===== config.mk =====
export PLATFORM = sky130hd
export DESIGN_NAME = rs_syndrome_engine
export DESIGN_NICKNAME = d
export VERILOG_FILES = /design/src/rtl/rs_gf_pkg.sv /design/src/rtl/rs_syn_cell.sv /design/src/rtl/rs_syndrome_engine.sv
export SDC_FILE = /design/constraint.sdc
export NUM_CORES = 1
export LEC_CHECK = 0
export ABC_AREA = 1
export CAP_MARGIN = 25
export CORE_MARGIN = 5
export CORE_UTILIZATION = 51
export CTS_BUF_LIST = sky130_fd_sc_hd__clkbuf_4 sky130_fd_sc_hd__clkbuf_8
export DETAILED_ROUTE_END_ITERATION = 8
export PLACE_DENSITY = 0.92
export SLEW_MARGIN = 20
export SYNTH_ARGS = -nofsm -noshare
export SYNTH_HDL_FRONTEND = slang
export SYNTH_SLANG_ARGS = --single-unit

===== constraint.sdc =====
create_clock -name clk -period 1.8 [get_ports clk]
set_clock_uncertainty 0.2 [all_clocks]
set_input_delay 0.27 -clock clk [delete_from_list [all_inputs] [get_ports clk]]
set_output_delay 0.27 -clock clk [all_outputs]
set_load 0.1 [all_outputs]

===== src/rtl/rs_gf_pkg.sv =====
// Shared GF(2^M) helpers and types for the Reed-Solomon syndrome engine.
package rs_gf_pkg;

  typedef enum logic [0:0] {ACCUM = 1'b0, HOLD = 1'b1} rs_state_e;

  localparam int DEF_M         = 3;
  localparam int DEF_PRIM_POLY = 11;

  function automatic int clog2_f(input int value);
    int r;
    r = 0;
    for (int i = 0; i < 31; i++) begin
      if ((32'sd1 << i) < value) r = i + 1;
    end
    return r;
  endfunction

  // Multiply sym by alpha^k; with constant k this folds into a fixed XOR network.
  function automatic logic [7:0] gf_mul_alpha_pow(input logic [7:0] sym, input int k,
                                                  input int m, input int prim_poly);
    logic [8:0] v;
    int         n;
    v = {1'b0, sym};
    n = k % ((32'sd1 << m) - 32'sd1);
    for (int i = 0; i < 255; i++) begin
      if (i < n) begin
        v = {v[7:0], 1'b0};
        if ((v & (9'd1 << m)) != 9'd0) v = v ^ 9'(prim_poly);
      end
    end
    return v[7:0];
  endfunction

endpackage


===== src/rtl/rs_syn_cell.sv =====
// One syndrome accumulator: acc <= acc * alpha^EXP ^ sym, or a plain load on the first symbol.
module rs_syn_cell
  import rs_gf_pkg::*;
#(
  parameter int M         = DEF_M,
  parameter int EXP       = 1,
  parameter int PRIM_POLY = DEF_PRIM_POLY
) (
  input  logic         clk,
  input  logic         reset,
  input  logic         i_load_first,
  input  logic         i_acc_en,
  input  logic [M-1:0] i_sym,
  output logic [M-1:0] o_acc_next
);

  logic [M-1:0] r_acc;
  logic [M-1:0] w_mul;
  logic [M-1:0] w_acc_next;

  assign w_mul      = M'(gf_mul_alpha_pow(8'(r_acc), EXP, M, PRIM_POLY));
  assign w_acc_next = i_load_first ? i_sym : (w_mul ^ i_sym);
  assign o_acc_next = w_acc_next;

  always_ff @(posedge clk or negedge reset) begin
    if (!reset) begin
      r_acc <= '0;
    end else if (i_acc_en) begin
      r_acc <= w_acc_next;
    end
  end

endmodule


===== src/rtl/rs_syndrome_engine.sv =====
// Streaming RS syndrome generator: NSYN Horner accumulators, result held until consumed.
module rs_syndrome_engine
  import rs_gf_pkg::*;
#(
  parameter int  M         = DEF_M,
  parameter int  N         = 7,
  parameter int  NSYN      = 2,
  parameter int  FCR       = 1,
  parameter int  PRIM_POLY = DEF_PRIM_POLY,
  localparam int CW        = clog2_f(N + 1)
) (
  input  logic              clk,
  input  logic              reset,
  input  logic              abort,
  input  logic              in_valid,
  output logic              in_ready,
  input  logic [M-1:0]      in_sym,
  output logic              syn_valid,
  input  logic              syn_ready,
  output logic [NSYN*M-1:0] syndromes,
  output logic              err_flag,
  output logic [CW-1:0]     sym_count
);

  rs_state_e         r_state;
  rs_state_e         w_state_nxt;
  logic [CW-1:0]     r_sym_count;
  logic [NSYN*M-1:0] r_syndromes;
  logic              r_err_flag;
  logic [NSYN*M-1:0] w_acc_next;
  logic              w_accept;
  logic              w_first;
  logic              w_last;
  logic              w_done;

  // While holding a result, a symbol may only enter on the same cycle the result is taken.
  assign in_ready = (r_state == ACCUM) ? 1'b1 : syn_ready;
  assign w_accept = in_valid & in_ready & ~abort;
  assign w_first  = (r_sym_count == '0);
  assign w_last   = (r_sym_count == CW'(N - 1));
  assign w_done   = w_accept & w_last;

  for (genvar j = 0; j < NSYN; j++) begin : g_cell
    rs_syn_cell #(
      .M         (M),
      .EXP       (FCR + j),
      .PRIM_POLY (PRIM_POLY)
    ) u_cell (
      .clk          (clk),
      .reset        (reset),
      .i_load_first (w_first),
      .i_acc_en     (w_accept),
      .i_sym        (in_sym),
      .o_acc_next   (w_acc_next[j*M +: M])
    );
  end

  always_comb begin
    w_state_nxt = r_state;
    case (r_state)
      ACCUM: begin
        if (w_done) w_state_nxt = HOLD;
        else        w_state_nxt = ACCUM;
      end
      HOLD: begin
        if (syn_ready) w_state_nxt = ACCUM;
        else           w_state_nxt = HOLD;
      end
      default: w_state_nxt = ACCUM;
    endcase
  end

  always_ff @(posedge clk or negedge reset) begin
    if (!reset) begin
      r_state <= ACCUM;
    end else begin
      r_state <= w_state_nxt;
    end
  end

  always_ff @(posedge clk or negedge reset) begin
    if (!reset) begin
      r_sym_count <= '0;
      r_syndromes <= '0;
      r_err_flag  <= 1'b0;
    end else begin
      if (abort) begin
        r_sym_count <= '0;
      end else if (w_accept) begin
        r_sym_count <= w_last ? '0 : r_sym_count + CW'(1);
      end
      if (w_done) begin
        r_syndromes <= w_acc_next;
        r_err_flag  <= |w_acc_next;
      end
    end
  end

  assign syn_valid = (r_state == HOLD);
  assign syndromes = r_syndromes;
  assign err_flag  = r_err_flag;
  assign sym_count = r_sym_count;

endmodule


### After elaboration in Yosys (flattened, before gate mapping)

Index checks and enable logic that the tools add are counted.

* register bits: 17
* input bits: 8
* output and inout port bits: 12
* word-level logic and storage cells: 33

* $add $sub $neg: 1
* equality and inequality tests: 1
* multiplexer cells: 12
* bitwise operators: 10
* reduce and logical (&&, ||, !) cells: 3

Operators by type and width (count)
* two-way mux 3 bit: 5
* two-way mux 2 bit: 3
* NOT 2 bit: 3
* OR reduction 6 bit: 1
* XOR 3 bit: 2
* adder 3 x 1 -> 3 bit, second input constant: 1
* bitwise AND 1 bit: 3
* == test 3 bit, second input constant: 1
* logical NOT 3 bit: 1
* two-way mux 1 bit: 3
* NOT 1 bit: 2
* one-hot mux 1 bit (2 select lines): 1
* nonzero test 2 bit: 1

### Logic depth before layout (Yosys ltp)

Gate-level depths: netlist of the first run.

* depth after elaboration: 7
* mapped depth: 10
* depth with buffers taken out: 10

### Hierarchy

Synthesis of the first run repeated with hierarchy kept, for this count alone.

* cells, all modules: 128
* area total of the unflattened synthesis: 972.2 µm²

Modules (own cells, without submodules)
* rs_syndrome_engine: times used 1, cells each 68, area an instance 574.3 µm², seq. area each 275.3 µm²
* rs_syn_cell at g_cell[1].u_cell: times used 1, cells each 33, area an instance 211.5 µm², seq. area each 75.1 µm²
* rs_syn_cell at g_cell[0].u_cell: times used 1, cells each 27, area an instance 186.4 µm², seq. area each 75.1 µm²

### Least setup slack after synthesis of the first run

OpenSTA, ideal clock, no wires.

* kind: reg2reg
* start: register r_state, in the netlist syn_valid
* end: register r_err_flag, in the netlist err_flag
* library setup time: 121 ps
* arrival: 2142 ps
* data required time: 1479 ps
* slack: -663 ps
* stages on the path, launching flop included: 8
* path buffers: 0
* period minus slack after synthesis: 2463 ps
* cells stage by stage: dfrtp_1 nand2_2 nand2_2 nor2_8 nand2_4 clkinv_4 nor2_1 nor2_1

* cells in the longest elaborated chain, start to end: 4

RTL lines
* start: declaration: RTL line rs_syndrome_engine.sv:25 `rs_state_e r_state;`
* start signal: assignment: RTL line rs_syndrome_engine.sv:77 `r_state <= w_state_nxt;`
* two-way mux 1 bit: RTL line rs_syndrome_engine.sv:37 `assign in_ready = (r_state == ACCUM) ? 1'b1 : syn_ready;`
* via in_ready: RTL line rs_syndrome_engine.sv:16 `output logic in_ready,`
* bitwise AND 1 bit (2 in a row): RTL line rs_syndrome_engine.sv:38 `assign w_accept = in_valid & in_ready & ~abort;`
* bitwise AND 1 bit: RTL line rs_syndrome_engine.sv:41 `assign w_done = w_accept & w_last;`
* end signal: assignment: RTL line rs_syndrome_engine.sv:94 `r_err_flag <= |w_acc_next;`
* end: declaration: RTL line rs_syndrome_engine.sv:29 `logic r_err_flag;`

The timed path passes the listed nets, and every way through them passes these cells.
A chain may end at the register's enable or synchronous reset.

### Final worst setup path of the first run

* start: register r_state, in the netlist syn_valid
* end: output port in_ready

* cells in the longest elaborated chain, start to end: 1

RTL lines (RTL line)
* two-way mux 1 bit: rs_syndrome_engine.sv:37
* end: declaration: rs_syndrome_engine.sv:16

No other way between the ends.

==> flow_summary.toml, run 1 <==
[placed_design]
gp_congestion = 0.799
numPortBuffers = 19
dp_hpwl_um = 1710
place_area_um2 = 1290

[routing]
wl_um = 2060
vias = 829
wire_per_inst_um = 12.6
ant_nets = 0
drt_drc_violations_left = 0
viasPerCell = 5.09
drt_iter0_drc = 30
drtPass1Iterations = 5

[cells_and_area]
area_growth_syn_to_layout_pct = 46.1
final_area_um2 = 1330
final_common_cell = "nand2_1"
final_cell_mix = "nand2_1, dfrtp_1, buf_12"
fillCellCount = 97
nets = 147
drive_gt1_frac = 0.297
diodes = 0

[setup_path]
endpoint = "in_ready"
crit_arrival_ns = 1.21
r2r-end = "err_flag$_DFFE_PN0P_"
setup.worst_path.start = "syn_valid$_DFF_PN0_"
cp-end-kind = "output port"
rr_startpoint = "sym_count[0]$_DFFE_PN0P_"
r2r_slack_ns = 0.19
critical_path.max_fanout = 3
cp-start-kind = "register"
path_class = "register to output port"
reg2reg_depth = 8
required_ns = 1.33

[global_route]
grt_pass1_wl_um = 3660
grt_usage = 0.182
overflow = 0
grt_antenna_before_repair = 0
grt_max_degree = 18
grt_pass1_vias = 840

[floorplan]
dieArea_um2 = 2720
die_h_um = 52.2
num_rows = 15
die_w_um = 52.2
initial_core_util = 0.531
ios = 20
core-area_um2 = 1710

[clocking]
cts_root_buffer = "clkbuf_4"
clock_tree.buffer_depth = 2
numCtsBuffers = 3
clock-sinks = 17
postCtsHoldBufs = 0
clkTransAtPathRegs_ns = 0.09
cts_resized = 0
cts_tree = "done"
clk_latency_ns = 0.29
postCtsSetupBuffers = 0
htreeDepth = 1

[synthesis]
seq_area_frac_synth = 0.469
ys_types = 22
synth_compound_area_frac = 0.0924
synth.avg_cell_area_um2 = 8.10
synth_top_family_by_area = "simple AND/OR/NAND/NOR gates"
ys_ff_latch = 17
synth_cells = 112
synth_area_um2 = 907
yosysWarnings = 0
muxShareOfSynthArea = 0.0124
synth-adder-area-share = 0
synth_xor_area_frac = 0.0290
syn-num-nets = 120
yosys.area_share.simple = 0.332

[worst_hold_path]
hold_path_class = "input port to asynchronous set/reset pin"

[outcome]
outcome = "completed"

[pwr]
power.density_nw_per_um2 = 712
p_clk_frac = 0.236
internal-power_uw = 618
ir_worst_vdd_mv = 0.627
p_sw_frac = 0.345
leakage_uw = 0.000636
p_seq_frac = 0.470
combPwrFrac = 0.294
p_sw_uw = 326

[timing]
rsz0062_at_grt = "false"
max_freq_mhz = 595
final.setup.tns_ns = 0
max_slew_margin = 0.838
period_needed_ns = 1.68
hold_viol_final = 0
final-max-slew-violation-count = 0
setup_violations = 0
layout_worst_path_cycle_share = 0.934
worst_slew_pin_slew_ns = 0.241

[flow_run]
cap_violations = 0
per-stage QoR:
stage | total power, uW | hold WS (ns) | instances | utilization | setup WS, ns
after floorplan | 628 | -0.226 | 112 | - | 0.00665
after global placement | 711 | 0.322 | 159 | 0.758 | 0.0293
after detailed placement | 727 | 0.327 | 159 | 0.758 | -0.0730
after CTS | 944 | 0.0836 | 163 | 0.776 | 0.114
after global routing | 998 | 0.0950 | 163 | 0.776 | 0.0786
final | 944 | 0.0797 | 163 | 0.776 | 0.119
routing by layer:
| layer | routed length (um) | share of wire | track usage |
|---|---|---|---|
| met1 | 829 | 0.40 | 0.218 |
| met2 | 1080 | 0.52 | 0.318 |
| met3 | 99 | 0.048 | 0.0370 |
| met4 | 50 | 0.024 | 0.0723 |
| met5 | 0 | 0 | 0 |
layout make-up:
cell class	count	area, um2	area share
Clock buffer	4	30.0	0.0227
Multi-Input combinational cell	81	437	0.330
Sequential cell	17	433	0.327
Timing Repair Buffer	23	340	0.257
Inverter	13	53.8	0.0406
Tap cell	25	31.3	0.0236
critical path, cell delays in order (launching register included):
cell and delay (ns):
dfrtp_4 0.53, nand2_8 0.08, buf_4 0.13, buf_12 0.17
Yosys cell counts:
| cell type | count | area (um2) |
|---|---|---|
| nor2_1 | 11 | 41.3 |
| inv_1 | 9 | 33.8 |
| nand2_1 | 34 | 128 |
| nor2_2 | 3 | 18.8 |
| a22oi_1 | 1 | 7.51 |
| nand3_1 | 4 | 20.0 |
| clkinv_4 | 1 | 8.76 |
| buf_2 | 1 | 5.00 |
| nand3_4 | 1 | 17.5 |
| xnor2_1 | 1 | 8.76 |
| nand3b_1 | 1 | 7.51 |
| nor2_8 | 1 | 20.0 |
| o21ai_1 | 2 | 10.0 |
| a31oi_1 | 4 | 25.0 |
| xor2_1 | 2 | 17.5 |
| nand2_4 | 1 | 11.3 |
| o22ai_1 | 1 | 6.26 |
| dfrtp_1 | 17 | 425 |
| inv_2 | 3 | 11.3 |
| o21ai_0 | 7 | 35.0 |
| mux2_2 | 1 | 11.3 |
| nand2_2 | 6 | 37.5 |
power by group through the flow:
stage	clock, uW	combinational (uW)	sequential (uW)
6_report	223	277	444
5_1_grt	242	305	450
3_3_place_gp	0	262	449
3_5_place_dp	0	276	451
4_1_cts	224	277	443
2_1_floorplan	0	139	489
registers in the layout (all words and copies together), names as in the netlist:
name                 count
syn_valid                1
sym_count                3
syndromes                6
g_cell.u_cell.r_acc      6
err_flag                 1
kinds of logic (layout without fill, tap and decap cells):
group / count (synthesis) / in the layout
buf+inv: 14 / 40
xor+xnor: 3 / 3
simple gates: 62 / 62
compound gates: 15 / 15
mux: 1 / 1
flops: 17 / 17
worst min path at each step:
stage / from / to / slack [ns] / cells past startpoint
2_1_floorplan: reset / err_flag$_DFFE_PN0P_ / -0.23 / 0
3_3_place_gp: g_cell[0].u_cell.r_acc[1]$_DFFE_PN0P_ / g_cell[0].u_cell.r_acc[1]$_DFFE_PN0P_ / 0.32 / 1
3_5_place_dp: g_cell[0].u_cell.r_acc[1]$_DFFE_PN0P_ / g_cell[0].u_cell.r_acc[1]$_DFFE_PN0P_ / 0.33 / 1
4_1_cts: reset / sym_count[2]$_DFFE_PN0P_ / 0.08 / 2
5_1_grt: reset / sym_count[2]$_DFFE_PN0P_ / 0.1 / 2
6_report: reset / sym_count[2]$_DFFE_PN0P_ / 0.08 / 2
Power figures use the tool's default switching activity.
==> inputs of run 2 (changes only) <==
--- a/config.mk
+++ b/config.mk
@@ -5,10 +5,9 @@
 export SDC_FILE = /design/constraint.sdc
 export NUM_CORES = 1
 export LEC_CHECK = 0
-export ABC_AREA = 1
 export CAP_MARGIN = 25
 export CORE_MARGIN = 5
-export CORE_UTILIZATION = 51
+export CORE_UTILIZATION = 52
 export CTS_BUF_LIST = sky130_fd_sc_hd__clkbuf_4 sky130_fd_sc_hd__clkbuf_8
 export DETAILED_ROUTE_END_ITERATION = 8
 export PLACE_DENSITY = 0.92
==> run 2 against run 1 <==
The run now ends with setup timing left. Worst hold slack gained 0.050 ns. Sequential cell count is the same. Power grew 40%. Wire length grew 120%. Critical path depth grew 2. Worst setup slack lost 0.27 ns. Clock-buffer cell count is the same. Clock power grew 2%. Via count grew 36%. Fmax shrank 14%. Largest power group is now combinational logic.
==> flow_summary.toml, run 2 <==
[setup_path]
setup.worst_path.start = "sym_count[0]$_DFFE_PN0P_"
cp-end-kind = "register"
path_class = "register to register"
cpMaxStageDelayCell = "dfrtp_4"
crit_arrival_ns = 1.91
required_ns = 1.76
critPathTopFamily = "simple AND/OR/NAND/NOR gates"
crit_chain = "nand3b_1, nor4_4, buf_4, and3_1, a31oi_1"
cp-start-kind = "register"
max_stage_delay_ns = 0.52
critPathBufInv = 1
critical_path.max_fanout = 4
rr_startpoint = "sym_count[0]$_DFFE_PN0P_"

[timing]
layout_worst_path_cycle_share = 1.08
period_needed_ns = 1.95
hold_viol_final = 0
max_slew_margin = 0.653
final-max-slew-violation-count = 0
setup_violations = 16
hold-worst-slack_ns = 0.130
fin_ws_ns = -0.150
final.setup.tns_ns = -0.915
rsz0062_at_grt = "true"
max_freq_mhz = 513
worst_slew_pin_slew_ns = 0.513

[synthesis]
synth_top_area_cell = "dfrtp_1"
synth_edf_count = 0
synthTopCellsByArea = "dfrtp_1, mux2_2, xnor2_1"
synth.avg_cell_area_um2 = 10.3
ys_ff_latch = 17
dominantRegCellSynth = "dfrtp_1"
yosysMostFrequentCell = "dfrtp_1"
synthArstFlopShare = 1.00
syn-num-nets = 104
synth.top_cells.by_count = "dfrtp_1, mux2_2, nor2_1, xnor2_1, nand2_1"
synth_cells = 96
ys_types = 37
synth_area_um2 = 992
yosysTopAreaCellShare = 0.429
seq_area_frac_synth = 0.429
yosysWarnings = 0

[cells_and_area]
nets = 151
utilization = 0.965
diodes = 0
instances_no_fill = 167
drive_gt1_frac = 0.528
final_cell_mix = "buf_4, dfrtp_1, buf_12"
final_common_cell = "buf_4"
area_growth_syn_to_layout_pct = 71.5

[outcome]
outcome = "finished, violations left"
violations = "setup timing"

[routing]
viasPerCell = 6.74
drt_iter0_drc = 91
drtPass1Iterations = 4
wl_um = 4590
wire_per_inst_um = 27.5
vias = 1126
drt_drc_violations_left = 0
ant_nets = 0

[global_route]
use_met2 = 0.514
grt_antenna_before_repair = 0
grt_use_met1 = 0.377
grt_usage = 0.309
grt_busiest_layer = "met2"
grt_pass1_wl_um = 6090
grt_pass1_vias = 1134
overflow = 0
met3_usage = 0.0554
grt_max_degree = 18

[placed_design]
numPortBuffers = 19
gp_congestion = 0.880
dp_cells = 157
place_ws_ns = -0.282
dp_hpwl_um = 2180

[floorplan]
initial_core_util = 0.562
ios = 20
die_w_um = 53.7
num_rows = 15
dieArea_um2 = 2880
core-area_um2 = 1760
die_h_um = 53.7

[clocking]
clock_tree.buffer_depth = 2
cts_root_buffer = "clkbuf_4"
numCtsBuffers = 3
clk_latency_ns = 0.29
postCtsHoldBufs = 0
clkTransAtPathRegs_ns = 0.10
htreeDepth = 1
cts_tree = "done"
clock-sinks = 17

[worst_hold_path]
hold_path_class = "input port to asynchronous set/reset pin"

[pwr]
power.density_nw_per_um2 = 778
leakage_uw = 0.000768
ir_worst_vdd_mv = 0.690

[flow_run]
cap_violations = 0
## run 2: cell types whose count changed in the layout (fill, tap and decap cells not counted), sizes merged, moves of 3 or more
cell   before  now
inv        12    1
nand2      41    8
or3         0    3
o21ai       9    2
buf        16   40
a31oi       4    1
xnor2       1    7
mux2        1    9
a21oi       0    4
nor2       15    7
## run 2: final cells by class
class	count	area, um2
Multi-Input combinational cell	72	637
Sequential cell	17	440
Tap cell	25	31.3
Timing Repair Buffer	47	552
Fill cell	34	62.6
Clock buffer	4	30.0
Inverter	2	11.3
## run 2: worst paths after layout
check | end | slack (ns) | cells past startpoint
setup / recovery | err_flag$_DFFE_PN0P_ | -0.15 | 5
hold / removal | syn_valid$_DFF_PN0_ | 0.13 | 2
setup reg to reg | err_flag$_DFFE_PN0P_ | -0.15 | 5
hold reg to reg | g_cell[1].u_cell.r_acc[0]$_DFFE_PN0P_ | 0.38 | 1
max in group asynchronous | sym_count[1]$_DFFE_PN0P_ | 1.05 | 2
min in group clk | g_cell[1].u_cell.r_acc[0]$_DFFE_PN0P_ | 0.38 | 1
## run 2: what timing repair did
action,CTS,global route
hold endpoints to repair,0,0
setup endpoints to repair,12,18
buffers inserted,4,2
pin swaps,3,3
gates resized for setup,4,12
## run 2: worst register-to-register path: stages, from the launching register on
cell,delay (ns)
dfrtp_4,0.52
nand3b_1,0.30
nor4_4,0.26
buf_4,0.21
and3_1,0.21
a31oi_1,0.11
## run 2: power breakdown
part	total, uW	switching (uW)	internal, uW
sequential	514	80.7	433
clock	227	125	101
combinational	583	332	251
total	1320	538	786
## run 2: kinds of logic (layout without fill, tap and decap cells)
| kind of cell | count (synthesis) | in the layout | share of synthesized area |
|---|---|---|---|
| buffers and inverters | 7 | 53 | 0.0391 |
| flip-flops | 17 | 17 | 0.429 |
| multiplexers | 10 | 10 | 0.112 |
| AO/OA/AOI/OAI | 17 | 17 | 0.120 |
| AND/OR/NAND/NOR | 36 | 36 | 0.221 |
| XOR/XNOR | 9 | 9 | 0.0794 |
## run 2: routing by layer
layer  wire length (um)  share of wire  up-vias
met1               1710           0.37      530
met5                  0              0        -
li1                   -              -      443
met3                505           0.11       35
met2               2080           0.45      118
met4                290          0.063        0
## run 2: through the flow
stage               total power, uW  instance area (um2)
floorplan                       825                 1080
global placement                969                 1550
detailed placement             1000                 1550
CTS                            1240                 1640
global route                   1350                 1700
finish                         1320                 1700
==> inputs of run 3 (changes only) <==
--- a/config.mk
+++ b/config.mk
@@ -5,9 +5,9 @@
 export SDC_FILE = /design/constraint.sdc
 export NUM_CORES = 1
 export LEC_CHECK = 0
+export ABC_AREA = 1
 export CAP_MARGIN = 25
-export CORE_MARGIN = 5
-export CORE_UTILIZATION = 52
+export CORE_UTILIZATION = 51
 export CTS_BUF_LIST = sky130_fd_sc_hd__clkbuf_4 sky130_fd_sc_hd__clkbuf_8
 export DETAILED_ROUTE_END_ITERATION = 8
 export PLACE_DENSITY = 0.92
==> run 3 against run 2 <==
Combinational power is 51% lower. Critical path depth is 2 lower. Clock power decreased by 4%. Sequential share of layout area grew 7.1 points. Worst hold slack worse by 0.038 ns. Clock-buffer cell count stayed put. Sequential cell count unchanged. The run ends with DRC left. Fmax rose by 17%. Utilization shrank 13 points. Final cell count decreased by 7.8%. Power decreased by 29%. Critical path type is now register to output port. First-iteration DRC count shrank 67%.
==> flow_summary.toml, run 3 (synthesis results as in run 1) <==
[clocking]
clkTransAtPathRegs_ns = 0.10
clk_latency_ns = 0.29
clock-sinks = 17
postCtsSetupBuffers = 0
clock_tree.buffer_depth = 2
htreeDepth = 1
cts_root_buffer = "clkbuf_4"
postCtsHoldBufs = 0
numCtsBuffers = 3
cts_tree = "done"
cts_resized = 0

[floorplan]
initial_core_util = 0.575
die_h_um = 44.2
ios = 20
num_rows = 14
dieArea_um2 = 1950
die_w_um = 44.2
core-area_um2 = 1580

[timing]
hold-worst-slack_ns = 0.0922
hold_viol_final = 0
max_slew_margin = 0.818
worst_slew_pin_slew_ns = 0.271
final-max-slew-violation-count = 0
fin_ws_ns = 0.134
setup_violations = 0
layout_worst_path_cycle_share = 0.926
rsz0062_at_grt = "false"
period_needed_ns = 1.67
max_freq_mhz = 600
final.setup.tns_ns = 0

[setup_path]
endpoint = "in_ready"
r2r_slack_ns = 0.24
cp_num_cells = 3
rr_startpoint = "sym_count[0]$_DFFE_PN0P_"
r2r-end = "err_flag$_DFFE_PN0P_"
reg2reg_depth = 9
crit_arrival_ns = 1.20
cpMaxStageDelayCell = "dfrtp_4"
setup.worst_path.start = "syn_valid$_DFF_PN0_"
cp-end-kind = "output port"
crit_chain = "nand2_8, buf_4, buf_12"
critical_path.max_fanout = 3
cp-start-kind = "register"
critPathBufInv = 2
critPathTopFamily = "flip-flops"
max_stage_delay_ns = 0.54
required_ns = 1.33
path_class = "register to output port"

[routing]
ant_nets = 0
vias = 841
drtPass1Iterations = 6
wl_um = 2150
wire_per_inst_um = 13.9
viasPerCell = 5.46
drt_drc_violations_left = 4
drt_iter0_drc = 30

[pwr]
combPwrFrac = 0.300
ir_worst_vdd_mv = 0.553
leakage_uw = 0.000636
p_clk_frac = 0.231
total_power_uw = 946
p_sw_frac = 0.347
p_seq_frac = 0.468
internal-power_uw = 618
p_sw_uw = 328
power.density_nw_per_um2 = 720

[cells_and_area]
fillCellCount = 78
nets = 147
drive_gt1_frac = 0.297
diodes = 0
final_cell_mix = "nand2_1, dfrtp_1, buf_12"
final_common_cell = "nand2_1"
final_area_um2 = 1310
area_growth_syn_to_layout_pct = 44.8

[outcome]
violations = "DRC"
outcome = "finished, violations left"

[placed_design]
place_ws_ns = -0.0349
gp_congestion = 0.857
numPortBuffers = 19
dp_hpwl_um = 1670
place_area_um2 = 1280

[global_route]
grt_pass1_wl_um = 3610
grt_max_degree = 18
grt_pass1_vias = 881
grt_usage = 0.255
grt_antenna_before_repair = 0
overflow = 0

[flow_run]
cap_violations = 0

[worst_hold_path]
hold_path_class = "input port to asynchronous set/reset pin"
## run 3: final cells by class
type | instances | area, um2 | share of cell area
clock buffers | 4 | 30.0 | 0.0229
inverters | 13 | 53.8 | 0.0410
well taps | 16 | 20.0 | 0.0152
flip-flops and latches | 17 | 433 | 0.330
multi-input cells | 81 | 437 | 0.332
repair buffers | 23 | 340 | 0.259
## run 3: how the worst min path moves through the flow
stage,end,depth (start not counted)
finish,syn_valid$_DFF_PN0_,2
global route,syn_valid$_DFF_PN0_,2
CTS,syn_valid$_DFF_PN0_,2
detailed placement,g_cell[0].u_cell.r_acc[1]$_DFFE_PN0P_,1
global placement,g_cell[0].u_cell.r_acc[1]$_DFFE_PN0P_,1
floorplan,err_flag$_DFFE_PN0P_,0
## run 3: per-stage QoR
step | util | cells
after floorplan | - | 112
after global placement | 0.814 | 150
after detailed placement | 0.814 | 150
after CTS | 0.833 | 154
after global routing | 0.833 | 154
final | 0.833 | 154
## run 3: power groups by stage
stage               clock, uW  combinational, uW  sequential, uW
finish                    219                284             443
global route              228                307             447
CTS                       217                281             443
detailed placement          0                275             450
global placement            0                263             448
floorplan                   0                139             489
## run 3: worst register-to-register path, cell delays in order, from the launching register on
cell,delay (ns)
dfrtp_2,0.46
inv_2,0.12
nand2_2,0.08
nor2_2,0.15
nand2_1,0.09
o21ai_1,0.17
nor2_2,0.06
nand2_1,0.06
nor2_1,0.03
nor2_1,0.07
## run 3: layer usage
metal | GRT usage | part of all wire
met2 | 0.465 | 0.53
met3 | 0.0245 | 0.041
met4 | 0.121 | 0.027
met5 | 0 | 0
met1 | 0.298 | 0.40
